**config.mk**
```make
export PLATFORM = sky130hd
export DESIGN_NAME = corg_alu_seq
export DESIGN_NICKNAME = d
export VERILOG_FILES = /design/src/rtl/corg_alu_seq.sv
export SDC_FILE = /design/constraint.sdc
export NUM_CORES = 1
export LEC_CHECK = 0
export BUFFER_PORTS_ARGS = -buffer_cell sky130_fd_sc_hd__buf_2
export CELL_PAD_IN_SITES_DETAIL_PLACEMENT = 2
export CELL_PAD_IN_SITES_GLOBAL_PLACEMENT = 2
export CORE_UTILIZATION = 40
export CTS_CLUSTER_DIAMETER = 50
export DETAILED_ROUTE_END_ITERATION = 8
export PLACE_DENSITY = 0.89
export SLEW_MARGIN = 10
export SYNTH_ARGS = -nofsm -noshare
export SYNTH_HDL_FRONTEND = slang
export SYNTH_SLANG_ARGS = --single-unit
```
**constraint.sdc**
```tcl
create_clock -name clk -period 7 [get_ports clk]
set_clock_uncertainty 0.05 [all_clocks]
set_input_delay 0.35 -clock clk [delete_from_list [all_inputs] [get_ports clk]]
set_output_delay 0.35 -clock clk [all_outputs]
set_load 0.01 [all_outputs]
```
**src/rtl/corg_alu_seq.sv**
```systemverilog
// corg_alu_seq: multi-cycle CORG ALU with valid/ready handshakes on both sides.
// Logic/arithmetic/compare ops finish on the accept edge. Shifts move one bit
// per cycle. MUL is an iterative shift-add over WIDTH cycles.
module corg_alu_seq #(
  parameter int WIDTH  = 16,
  parameter bit MUL_EN = 1'b1
) (
  input  logic             clk,
  input  logic             rst_n,
  input  logic             in_valid,
  output logic             in_ready,
  input  logic [3:0]       op,
  input  logic [WIDTH-1:0] a,
  input  logic [WIDTH-1:0] b,
  output logic             out_valid,
  input  logic             out_ready,
  output logic [WIDTH-1:0] result,
  output logic             flag_z,
  output logic             flag_n,
  output logic             flag_c,
  output logic             flag_v,
  output logic             illegal
);

  localparam int SHW = $clog2(WIDTH);
  localparam int CW  = SHW + 1;

  localparam logic [3:0] OP_ADD  = 4'd0;
  localparam logic [3:0] OP_AND  = 4'd1;
  localparam logic [3:0] OP_SUB  = 4'd2;
  localparam logic [3:0] OP_OR   = 4'd3;
  localparam logic [3:0] OP_XOR  = 4'd4;
  localparam logic [3:0] OP_SLL  = 4'd5;
  localparam logic [3:0] OP_SRL  = 4'd6;
  localparam logic [3:0] OP_SRA  = 4'd7;
  localparam logic [3:0] OP_SLT  = 4'd8;
  localparam logic [3:0] OP_SLTU = 4'd9;
  localparam logic [3:0] OP_MUL  = 4'd10;

  typedef enum logic [1:0] {S_IDLE, S_BUSY, S_DONE} state_e;

  state_e            state_q, state_d;
  logic [3:0]        op_q, op_d;
  logic [WIDTH-1:0]  work_q, work_d;   // shift operand, or multiplicand for MUL
  logic [WIDTH-1:0]  lo_q, lo_d;       // MUL: multiplier / low product half
  logic [WIDTH-1:0]  hi_q, hi_d;       // MUL: high product half
  logic [CW-1:0]     cnt_q, cnt_d;
  logic [WIDTH-1:0]  result_q, result_d;
  logic              z_q, z_d, n_q, n_d, c_q, c_d, v_q, v_d;
  logic              ill_q, ill_d, out_valid_q, out_valid_d;

  logic [SHW-1:0]    sh;
  logic [WIDTH:0]    add_w, sub_w, mul_sum;
  logic [WIDTH-1:0]  alu_res, step_val, hi_next;
  logic              alu_c, alu_v, alu_ill, is_multi, step_c;

  assign sh = b[SHW-1:0];

  // Single-cycle ops evaluated straight from the input operands at accept.
  always_comb begin
    // NOTE: every output of a combinational block gets a default first so no path leaves it unassigned and infers a latch.
    alu_res  = '0;
    alu_c    = 1'b0;
    alu_v    = 1'b0;
    alu_ill  = 1'b0;
    is_multi = 1'b0;
    add_w    = {1'b0, a} + {1'b0, b};
    sub_w    = {1'b0, b} - {1'b0, a};
    case (op)
      OP_ADD: begin
        alu_res = add_w[WIDTH-1:0];
        alu_c   = add_w[WIDTH];
        alu_v   = (a[WIDTH-1] == b[WIDTH-1]) && (add_w[WIDTH-1] != a[WIDTH-1]);
      end
      OP_SUB: begin
        alu_res = sub_w[WIDTH-1:0];
        alu_c   = sub_w[WIDTH];
        alu_v   = (a[WIDTH-1] != b[WIDTH-1]) && (sub_w[WIDTH-1] != b[WIDTH-1]);
      end
      OP_AND:  alu_res = a & b;
      OP_OR:   alu_res = a | b;
      OP_XOR:  alu_res = a ^ b;
      OP_SLL, OP_SRL, OP_SRA: begin
        alu_res  = a;                  // sh=0 passes a through, carry stays 0
        is_multi = (sh != '0);
      end
      OP_SLT:  alu_res = {{(WIDTH-1){1'b0}}, $signed(a) < $signed(b)};
      OP_SLTU: alu_res = {{(WIDTH-1){1'b0}}, a < b};
      OP_MUL: begin
        is_multi = MUL_EN;
        alu_ill  = !MUL_EN;
      end
      default: alu_ill = 1'b1;
    endcase
  end

  // One iteration of the shifter or multiplier on the captured operands.
  always_comb begin
    step_val = work_q;
    step_c   = 1'b0;
    mul_sum  = {1'b0, hi_q} + (lo_q[0] ? {1'b0, work_q} : '0);
    hi_next  = mul_sum[WIDTH:1];
    case (op_q)
      OP_SLL: begin
        step_val = {work_q[WIDTH-2:0], 1'b0};
        step_c   = work_q[WIDTH-1];
      end
      OP_SRL: begin
        step_val = {1'b0, work_q[WIDTH-1:1]};
        step_c   = work_q[0];
      end
      OP_SRA: begin
        step_val = {work_q[WIDTH-1], work_q[WIDTH-1:1]};
        step_c   = work_q[0];
      end
      default: begin                   // MUL: right-shifting product register
        step_val = {mul_sum[0], lo_q[WIDTH-1:1]};
        step_c   = |hi_next;
      end
    endcase
  end

  // Next-state and datapath control for IDLE/BUSY/DONE.
  always_comb begin
    state_d  = state_q;
    op_d     = op_q;
    work_d   = work_q;
    lo_d     = lo_q;
    hi_d     = hi_q;
    cnt_d    = cnt_q;
    result_d = result_q;
    c_d      = c_q;
    v_d      = v_q;
    ill_d    = ill_q;
    case (state_q)
      S_IDLE: begin
        if (in_valid) begin
          op_d   = op;
          work_d = a;
          lo_d   = b;
          hi_d   = '0;
          ill_d  = alu_ill;
          if (is_multi) begin
            state_d = S_BUSY;
            cnt_d   = (op == OP_MUL) ? CW'(WIDTH) : {1'b0, sh};
          end else begin
            state_d  = S_DONE;
            result_d = alu_res;
            c_d      = alu_c;
            v_d      = alu_v;
          end
        end
      end
      S_BUSY: begin
        cnt_d = cnt_q - 1'b1;
        if (op_q == OP_MUL) begin
          hi_d = hi_next;
          lo_d = step_val;
        end else begin
          work_d = step_val;
        end
        if (cnt_q == CW'(1)) begin
          state_d  = S_DONE;
          result_d = step_val;
          c_d      = step_c;
          v_d      = 1'b0;
        end
      end
      default: begin                   // S_DONE: hold until consumer takes it
        if (out_ready) state_d = S_IDLE;
      end
    endcase
    z_d         = (result_d == '0);
    n_d         = result_d[WIDTH-1];
    out_valid_d = (state_d == S_DONE);
  end

  // State and output registers; reset aborts any operation in flight.
  always_ff @(posedge clk or negedge rst_n) begin
    if (!rst_n) begin
      state_q     <= S_IDLE;
      op_q        <= '0;
      work_q      <= '0;
      lo_q        <= '0;
      hi_q        <= '0;
      cnt_q       <= '0;
      result_q    <= '0;
      z_q         <= 1'b0;
      n_q         <= 1'b0;
      c_q         <= 1'b0;
      v_q         <= 1'b0;
      ill_q       <= 1'b0;
      out_valid_q <= 1'b0;
    end else begin
      // NOTE: non-blocking assignments so every flop samples pre-edge values regardless of statement order.
      state_q     <= state_d;
      op_q        <= op_d;
      work_q      <= work_d;
      lo_q        <= lo_d;
      hi_q        <= hi_d;
      cnt_q       <= cnt_d;
      result_q    <= result_d;
      z_q         <= z_d;
      n_q         <= n_d;
      c_q         <= c_d;
      v_q         <= v_d;
      ill_q       <= ill_d;
      out_valid_q <= out_valid_d;
    end
  end

  assign in_ready  = (state_q == S_IDLE);
  assign out_valid = out_valid_q;
  assign result    = result_q;
  assign flag_z    = z_q;
  assign flag_n    = n_q;
  assign flag_c    = c_q;
  assign flag_v    = v_q;
  assign illegal   = ill_q;

endmodule

```
==> impl_metrics.sql <==
INSERT INTO impl_metrics (metric_group, metric, value, unit) VALUES
('sta', 'finalSetupViolCount', '0', ''),
('global_route', 'globalRoute.busiestLayer', 'met2', ''),
('floorplanning', 'design.portCount', '63', ''),
('clock_tree', 'post_cts_repair_setup_buffers', '0', ''),
('sta', 'finalWorstPathRequiredPeriod', '4150', 'ps'),
('global_route', 'grt_max_degree', '81', ''),
('layout', 'n_antenna_cell', '0', ''),
('worst_setup_path', 'worst-r2r-setup-slack', '2850', 'ps'),
('global_route', 'grt_util_overall', '0.345', ''),
('floorplanning', 'fp.coreArea', '20200', 'sq um'),
('layout', 'n_fill_cell', '2337', ''),
('floorplanning', 'rows', '52', ''),
('worst_setup_path', 'critical_path_arrival', '4350', 'ps'),
('clock_tree', 'numClockSinks', '80', ''),
('layout', 'utilization_after_layout', '0.446', ''),
('floorplanning', 'start_util', '0.407', ''),
('global_route', 'grt_antenna_before_repair', '1', ''),
('layout', 'layout_commonest_cell', 'nand2_1', ''),
('synthesis', 'synth_edf_count', '0', ''),
('sta', 'final_clock_period_utilization_by_the_worst_path', '0.593', ''),
('layout', 'final_cell_mix', 'nand2_1 (104), o21ai_0 (92), ha_1 (88)', ''),
('clock_tree', 'quantity_of_hold_fixing_buffers_added_after_cts', '0', ''),
('clock_tree', 'post_cts.resized_instances', '0', ''),
('clock_tree', 'clkSlewWorstSetupHoldPaths', '70', 'ps'),
('layout', 'final_nets', '1202', ''),
('placement', 'finalWeightedCongestion', '0.960', ''),
('layout', 'synthToLayoutAreaGrowth', '9.55', '%'),
('floorplanning', 'die_h', '145', 'um'),
('sta', 'final_hold_viol_count', '0', ''),
('sta', 'report.final.slew_viol_count', '0', ''),
('sta', 'fmaxAchievable', '0.241', 'GHz'),
('synthesis', 'synth_top_area_cells', 'dfrtp_1 (24%), ha_1 (13%), o21ai_0 (5.6%), a21oi_1 (5.4%), nand2_1 (4.8%)', ''),
('drt', 'detailroute.via_count', '8861', ''),
('synthesis', 'postSynthAreaPerCell', '7.78', 'sq um'),
('clock_tree', 'htree_num_levels', '3', ''),
('worst_setup_path', 'critPathRequiredTime', '7200', 'ps'),
('drt', 'drt-total-wl', '36.0', 'mm'),
('drt', 'ant_nets', '0', ''),
('synthesis', 'synth_async_sr_flop_share', '1.00', ''),
('clock_tree', 'worst_skew_pair.late_latency', '350', 'ps'),
('synthesis', 'postSynthRegisterBits', '80', ''),
('pwr', 'leak_pwr', '4.16', 'nW'),
('synthesis', 'yosysTopAreaCell', 'dfrtp_1', ''),
('floorplanning', 'floorplan.die.width', '145', 'um'),
('global_route', 'grt_pass1_wl', '56.5', 'mm'),
('floorplanning', 'fp.dieArea', '21100', 'sq um'),
('drt', 'drt-initial-drc-count', '705', ''),
('sta', 'worst_hold_slack', '126', 'ps'),
('drt', 'drcViolationCount', '0', ''),
('synthesis', 'synth.yosys.warnings', '0', ''),
('run_status', 'outcome', 'finished, final reports clean', ''),
('drt', 'route.detailed.vias_per_inst', '6.58', ''),
('synthesis', 'most_common_flop_cell_mapped_by_yosys', 'dfrtp_1', ''),
('placement', 'detailed_place.area', '8700', 'sq um'),
('synthesis', 'synthDominantCellAreaShare', '0.244', ''),
('job', 'cap_viol_max_count', '0', ''),
('pwr', 'vdd.ir_drop.worst', '0.000153', 'V'),
('global_route', 'global_routing_usage_on_met1', '0.426', ''),
('global_route', 'first_global_vias', '9551', ''),
('synthesis', 'yosysSeqAreaShare', '0.244', ''),
('worst_setup_path', 'setup.worst_path.end_class', 'flip-flop', ''),
('clock_tree', 'cts_inserted_buffers', '9', ''),
('sta', 'worstMarginPinSlew', '1210', 'ps'),
('sta', 'setup_tns', '0', 'ps'),
('placement', 'detailedPlacementHpwl', '26.8', 'mm'),
('drt', 'drt_first_pass_iters', '5', ''),
('worst_setup_path', 'crit_path_start_kind', 'flip-flop', ''),
('synthesis', 'syn_inst', '1055', ''),
('clock_tree', 'clk_root_buffer_cell', 'clkbuf_16', ''),
('global_route', 'met3_usage', '0.0443', ''),
('synthesis', 'syn-cell-area', '8210', 'sq um');
-- synth_stat cells (16+ instances only) --
master,number
nand2_1,104
ha_1,88
nor3_1,27
dfrtp_1,80
a31oi_1,16
o21ai_0,92
nor2b_1,19
a21oi_1,88
and2_1,20
nand2b_1,16
a211oi_1,16
inv_1,65
clkbuf_1,49
nor2_1,75
nand3_1,34
-- stage by stage --
stage,std cells,power (mW)
after floorplan,1055,1.69
after global placement,1330,2.13
after detailed placement,1330,2.21
after CTS,1346,2.76
after global routing,1346,2.93
final,1346,2.79
-- where the power goes --
| group | total, mW | switching, mW | internal [mW] |
|---|---|---|---|
| combinational | 1.43 | 0.945 | 0.486 |
| clock | 0.492 | 0.216 | 0.277 |
| sequential | 0.865 | 0.232 | 0.633 |
-- routing by layer --
metal	vias up	routed length, um
li1	3886	-
met1	4485	14800
met2	373	17500
met3	115	1880
met4	2	1790
met5	-	13
-- state kept, by name (all words and copies together) (netlist names) --
name and cells:
flag_v 1, flag_z 1, illegal 1, state_q 2, work_q 16, lo_q 16
cnt_q 5, flag_c 1, op_q 4, flag_n 1, out_valid 1, hi_q 16
result 15
-- layout make-up --
| cell class | instances | area [sq um] | area share |
|---|---|---|---|
| multi-input combinational | 843 | 5730 | 0.637 |
| sequential | 80 | 2000 | 0.223 |
| timing repair buffer | 71 | 380 | 0.0423 |
| tap | 270 | 338 | 0.0376 |
| inverter | 66 | 248 | 0.0275 |
| clock buffer | 9 | 225 | 0.0250 |
| clock inverter | 7 | 72.6 | 0.00807 |
-- worst max-delay path, stage by stage (launching register included) --
cell and delay, ps:
dfrtp_1 560, nor2b_1 390, nor2b_1 940, a21oi_2 450, a22o_1 350, a211o_1 240
nor3_1 180, nor4b_2 340, nand4bb_1 230, nor4_2 300
-- final timing paths --
path | startpoint | to | cells after the start
min reg2reg | illegal | illegal | 2
min | rst_n | cnt_q[3] | 1
max in group asynchronous | rst_n | lo_q[12] | 1
max reg2reg | state_q[1] | flag_z | 9
min in group clk | out_ready | state_q[1] | 2
max | state_q[1] | flag_z | 9
-- cell families after synthesis --
| group | after synthesis | share of synthesized area |
|---|---|---|
| compound gates | 366 | 0.297 |
| simple gates | 358 | 0.223 |
| buf+inv | 132 | 0.0628 |
| fa+ha+maj | 91 | 0.141 |
| flops | 80 | 0.244 |
| xor+xnor | 14 | 0.0149 |
| mux | 14 | 0.0171 |
Note: power is estimated with default switching activity, not from simulation.
